File: config.mk
export PLATFORM = sky130hd
export DESIGN_NAME = inst_fetch
export DESIGN_NICKNAME = d
export VERILOG_FILES = /design/src/rtl/cpu_pkg.sv /design/src/rtl/pc_reg.sv /design/src/rtl/inst_fetch.sv
export SDC_FILE = /design/constraint.sdc
export NUM_CORES = 1
export LEC_CHECK = 0
export CAP_MARGIN = 10
export CORE_MARGIN = 10
export CORE_UTILIZATION = 42
export DETAILED_ROUTE_END_ITERATION = 10
export GPL_TIMING_DRIVEN = 0
export PLACE_DENSITY_LB_ADDON = 0.05
export SYNTH_ARGS = -nofsm -noshare
export SYNTH_HDL_FRONTEND = slang
export SYNTH_SLANG_ARGS = --single-unit
File: constraint.sdc
create_clock -name Clk -period 2.53 [get_ports Clk]
set_clock_uncertainty 0.2 [all_clocks]
set_input_delay 0.253 -clock Clk [delete_from_list [all_inputs] [get_ports Clk]]
set_output_delay 0.253 -clock Clk [all_outputs]
set_load 0.03 [all_outputs]
File: src/rtl/cpu_pkg.sv
`default_nettype none
// ============================================================================
// Module      : cpu_pkg
// Description : Types and constants shared by the instruction fetch stage.
// Revision    : 1.0 - initial release
// ============================================================================
package cpu_pkg;

  typedef enum logic [0:0] {
    FETCH_BOOT = 1'b0,
    FETCH_RUN  = 1'b1
  } fetch_state_e;

  localparam logic [31:0] NOP_INST = 32'h0000_0000;
  localparam logic [31:0] PC_INCR  = 32'd4;

endpackage
`default_nettype wire

File: src/rtl/pc_reg.sv
`default_nettype none
// ============================================================================
// Module      : pc_reg
// Description : Program counter with word-aligned load, hold and +4 step.
// Revision    : 1.0 - initial release
// ============================================================================
module pc_reg
  import cpu_pkg::*;
#(
  parameter logic [31:0] RESET_PC = 32'h0000_0000
) (
  input  logic        clk,
  input  logic        rst,
  input  logic        load,
  input  logic        hold,
  input  logic [31:0] load_pc,
  output logic [31:0] pc
);

  logic [31:0] pc_q;
  logic [31:0] pc_d;

  always_comb begin
    pc_d = pc_q + PC_INCR;
    if (load) begin
      pc_d = {load_pc[31:2], 2'b00};
    end else if (hold) begin
      pc_d = pc_q;
    end
  end

  always_ff @(posedge clk) begin
    if (rst) begin
      pc_q <= RESET_PC;
    end else begin
      pc_q <= pc_d;
    end
  end

  assign pc = pc_q;

endmodule
`default_nettype wire

File: src/rtl/inst_fetch.sv
`default_nettype none
// ============================================================================
// Module      : inst_fetch
// Description : Instruction fetch stage with IF/ID pipeline register.
//               Define INST_FETCH_PERF_EN to add FetchCnt/StallCnt counters.
// Revision    : 1.0 - initial release
// ============================================================================
module inst_fetch
  import cpu_pkg::*;
#(
  parameter logic [31:0] RESET_PC       = 32'h0000_0000,
  parameter int          ROM_DEPTH_LOG2 = 8
) (
  input  logic        Clk,
  input  logic        Reset,
  input  logic        Stall,
  input  logic        Redirect,
  input  logic [31:0] Target,
  output logic [31:0] Addr,
  input  logic [31:0] Inst,
  output logic [31:0] IfIdInst,
  output logic [31:0] IfIdPC4,
  output logic        IfIdValid,
  output logic        MisalignErr
`ifdef INST_FETCH_PERF_EN
  ,
  output logic [31:0] FetchCnt,
  output logic [31:0] StallCnt
`endif
);

  fetch_state_e state_q, state_d;
  logic [31:0]  pc;
  logic [31:0]  ifid_inst_q, ifid_inst_d;
  logic [31:0]  ifid_pc4_q, ifid_pc4_d;
  logic         ifid_valid_q, ifid_valid_d;
  logic         misalign_q, misalign_d;
  logic         pc_load, pc_hold;
  logic         run, seq_step;

  // The ROM decodes only these bits; higher address bits alias by design.
  logic [ROM_DEPTH_LOG2-1:0] unused_rom_index;
  assign unused_rom_index = pc[ROM_DEPTH_LOG2+1:2];

  assign run      = (state_q == FETCH_RUN);
  assign seq_step = run && !Redirect && !Stall;

  pc_reg #(
    .RESET_PC (RESET_PC)
  ) u_pc_reg (
    .clk     (Clk),
    .rst     (Reset),
    .load    (pc_load),
    .hold    (pc_hold),
    .load_pc (Target),
    .pc      (pc)
  );

  always_comb begin
    state_d      = FETCH_RUN;
    ifid_inst_d  = ifid_inst_q;
    ifid_pc4_d   = ifid_pc4_q;
    ifid_valid_d = ifid_valid_q;
    misalign_d   = 1'b0;
    pc_load      = 1'b0;
    pc_hold      = 1'b1;
    if (run && Redirect) begin
      // Redirect beats Stall: squash whatever sits in IF/ID.
      pc_load      = 1'b1;
      ifid_inst_d  = NOP_INST;
      ifid_pc4_d   = 32'h0000_0000;
      ifid_valid_d = 1'b0;
      misalign_d   = |Target[1:0];
    end else if (seq_step) begin
      pc_hold      = 1'b0;
      ifid_inst_d  = Inst;
      ifid_pc4_d   = pc + PC_INCR;
      ifid_valid_d = 1'b1;
    end
  end

  always_ff @(posedge Clk) begin
    if (Reset) begin
      state_q      <= FETCH_BOOT;
      ifid_inst_q  <= NOP_INST;
      ifid_pc4_q   <= 32'h0000_0000;
      ifid_valid_q <= 1'b0;
      misalign_q   <= 1'b0;
    end else begin
      state_q      <= state_d;
      ifid_inst_q  <= ifid_inst_d;
      ifid_pc4_q   <= ifid_pc4_d;
      ifid_valid_q <= ifid_valid_d;
      misalign_q   <= misalign_d;
    end
  end

  assign Addr        = pc;
  assign IfIdInst    = ifid_inst_q;
  assign IfIdPC4     = ifid_pc4_q;
  assign IfIdValid   = ifid_valid_q;
  assign MisalignErr = misalign_q;

`ifdef INST_FETCH_PERF_EN
  logic [31:0] fetch_cnt_q, fetch_cnt_d;
  logic [31:0] stall_cnt_q, stall_cnt_d;

  always_comb begin
    fetch_cnt_d = fetch_cnt_q + {31'd0, seq_step};
    stall_cnt_d = stall_cnt_q + {31'd0, run && Stall && !Redirect};
  end

  always_ff @(posedge Clk) begin
    if (Reset) begin
      fetch_cnt_q <= 32'd0;
      stall_cnt_q <= 32'd0;
    end else begin
      fetch_cnt_q <= fetch_cnt_d;
      stall_cnt_q <= stall_cnt_d;
    end
  end

  assign FetchCnt = fetch_cnt_q;
  assign StallCnt = stall_cnt_q;
`endif

endmodule
`default_nettype wire

==> run metrics <==
VDD IR-drop max 304 uV; Die ar. 13,300 sq um; CTS Hold Bufs 1; R2R Path Start run; first-pass GRT wire length 19,400 microns; Post-synth top flop dfxtp_1; ANT cells 0; fraction of layout cells with a size suffix above 1 7.24%; vias in the first global route 3,799; RSZ-0062 raised after global routing false; critical-path maximum fanout 10; max-cap violations 0; crit path capture type flip-flop; Slew Viols, Final 0; min-delay worst type flip-flop to flip-flop; reg2reg end u_pc_reg.pc[14]; final hold slack 0.252 ns; outcome finished clean; routed len/inst 18.2 microns; worst setup path startpoint Reset; most frequent cell after synthesis dfxtp_1; endpoints failing hold 0; Worst-Margin Slew 0.820 ns; Sw Pwr 824 uW; Vias 3,689; CTS max path bufs 2; Clock Power Share 33.4%; Pre-antenna DRT Iters 5; Achievable Freq 430 MHz; crit share post-route 91.9%; Starting Density 43.4%; CP Class input pin to flip-flop; number of CTS-inserted buffers 9; pin count of the biggest net entering global routing 16; Async SR Flop Fraction 0%; R2R depth 5; largest family of logic cells by synthesized area compound AO/OA/AOI/OAI gates; static leakage 0.00211 uW; reg2reg setup slack 0.35 ns; Rows 34; Core Region 8810 sq um; Synth top area share 49.7%; vias per cell 5.36; hold_sp IfIdPC4[31]; I/O pin count 166; overall routing resource usage 18.2%; Post-DP HPWL 9560 microns; synth warn 0; area leader, netlist dfxtp_1; Sw Share 26.8%; # setup viols final 0; CTS root buf clkbuf_8; Routed Antenna Nets 0; Synth top cells by count dfxtp_1 (95), nand2_1 (46), o21ai_0 (32); Placed Area 5570 sq um; Worst Hold Path Cells 2; Worst Setup Start Kind input pin; Slew headroom 44.9%; H-tree depth 3; register area share after synthesis 49.7%; cells after synthesis 400; power per cell area 532 nW/um^2; number of flops mapped to enable cells by yosys 0; DIE WIDTH 115 microns; mapped cell area 3820 sq um; grt ovf 0; CTS tree yes; Final Core Density 65.7%; IO Port Bufs 160; Design Area, Final 5780 sq um; fin crit period 2.33 ns; DR DRC count 0; critical path required time 2.63 ns; Combinational Power Share 14.9%; post-CTS sizing 0; DRT iter0 DRCs 194; P_int 2250 uW; complex-gate fraction of the synthesized area 22.1%; Seq cells post-synth 95; crit path DAT 2.42 ns; worst-skew pair later-pin latency 0.36 ns; mean post-synth cell area 9.56 sq um; Die Span Y 115 microns; max reg flops 32; sequential power share 51.7%; Synth cell types 45; mux contribution to synthesized area 0%; fin nets 644; area share of fa/ha/maj cells after synthesis 0.327%; number of post-CTS setup repair buffers 0; # clock sinks 95; Clock transition at path regs 0.09 ns; simple-gate share of the synthesized area 16.6%; final WL 12,500 microns; routability congestion estimate 0.828; top cells by area, synth dfxtp_1 (50%), a22o_1 (6.4%), nand2_1 (4.5%), o21ai_0 (4.2%), a22oi_1 (4.1%); # fillers 750; initial antenna violation count 0; Endpoint, Worst Hold IfIdPC4[31]; Area growth syn-to-layout 51.2%; xor and xnor fraction of the mapped netlist area 6.18%
## worst max-delay path, cell delays in order
cell	delay, ns
dlygate4sd3_1	0.53
buf_2	0.18
nor3_1	0.68
clkbuf_1	0.49
nand3_1	0.17
nand3_1	0.12
## per-stage QoR
step                setup TNS (ns)  power, uW  worst slack (ns)  std cells
global route                     0       3190            0.0484        688
floorplan                        0       1830             0.398        403
global placement           -0.0140       2080          -0.00805        671
detailed placement         -0.0446       2080           -0.0286        671
CTS                              0       3090             0.184        688
finish                           0       3080             0.205        688
## layout make-up
cell class	count	area (sq um)	share of cell area, %
clock inverter	4	55.1	0.952
clock buffer	12	145	2.51
sequential	95	1900	32.9
inverter	4	15.0	0.260
timing repair buffer	161	1610	27.9
multi-input combinational	270	1740	30.1
tap	108	135	2.34
buffer	34	175	3.03
## power by group through the flow
stage / sequential [uW] / clock [uW] / combinational [uW]
finish: 1590 / 1030 / 458
global route: 1600 / 1100 / 489
CTS: 1590 / 1040 / 462
detailed placement: 1620 / 0 / 459
global placement: 1620 / 0 / 454
floorplan: 1710 / 0 / 128
## metal layers
| metal | GRT usage [%] | share of wire (%) | vias up |
|---|---|---|---|
| li1 | - | - | 1795 |
| met5 | 0 | 0 | - |
| met4 | 6.08 | 1.6 | 0 |
| met2 | 30.0 | 47 | 150 |
| met3 | 8.53 | 11 | 12 |
| met1 | 20.5 | 40 | 1732 |
## cell usage in the layout, fill, tap and decap left out, types with 2 or more instances in the layout
cell,netlist,routed
a21o_1,2,2
a21oi_1,2,2
a221o_1,8,8
a22o_1,28,28
a22oi_1,21,21
and2_1,3,3
and3_1,5,5
and4_1,3,3
buf_2,7,7
buf_4,4,4
buf_6,3,3
clkbuf_1,19,21
clkbuf_8,0,10
clkdlybuf4s50_1,0,160
clkinv_4,0,2
conb_1,1,4
dfxtp_1,95,95
inv_1,3,3
nand2_1,46,46
nand3_1,11,11
nand3_4,2,2
nand4_1,10,10
nand4_2,2,2
nor2_1,17,17
nor2_2,2,2
nor3_1,3,3
nor3_4,2,2
nor4_1,4,4
o21ai_0,32,32
o21ai_1,18,18
o311ai_1,4,4
or3_1,2,2
xnor2_1,9,9
xor2_1,18,18
## cells by family (layout without fill, tap and decap cells)
group / after synthesis / after routing
compound gates: 121 / 121
flops: 95 / 95
simple gates: 117 / 117
other cells: 1 / 4
xor+xnor: 27 / 27
buf+inv: 38 / 215
fa+ha+maj: 1 / 1
## worst max-delay path by stage
stage | end | slack [ns] | cells past startpoint
2_1_floorplan | u_pc_reg.pc[24] | 0.40 | 7
3_3_place_gp | IfIdPC4[14] | -0.008 | 6
3_5_place_dp | u_pc_reg.pc[14] | -0.03 | 6
4_1_cts | u_pc_reg.pc[14] | 0.18 | 6
5_1_grt | u_pc_reg.pc[14] | 0.05 | 6
6_report | u_pc_reg.pc[14] | 0.20 | 6
(Power assumes the default switching activity.)
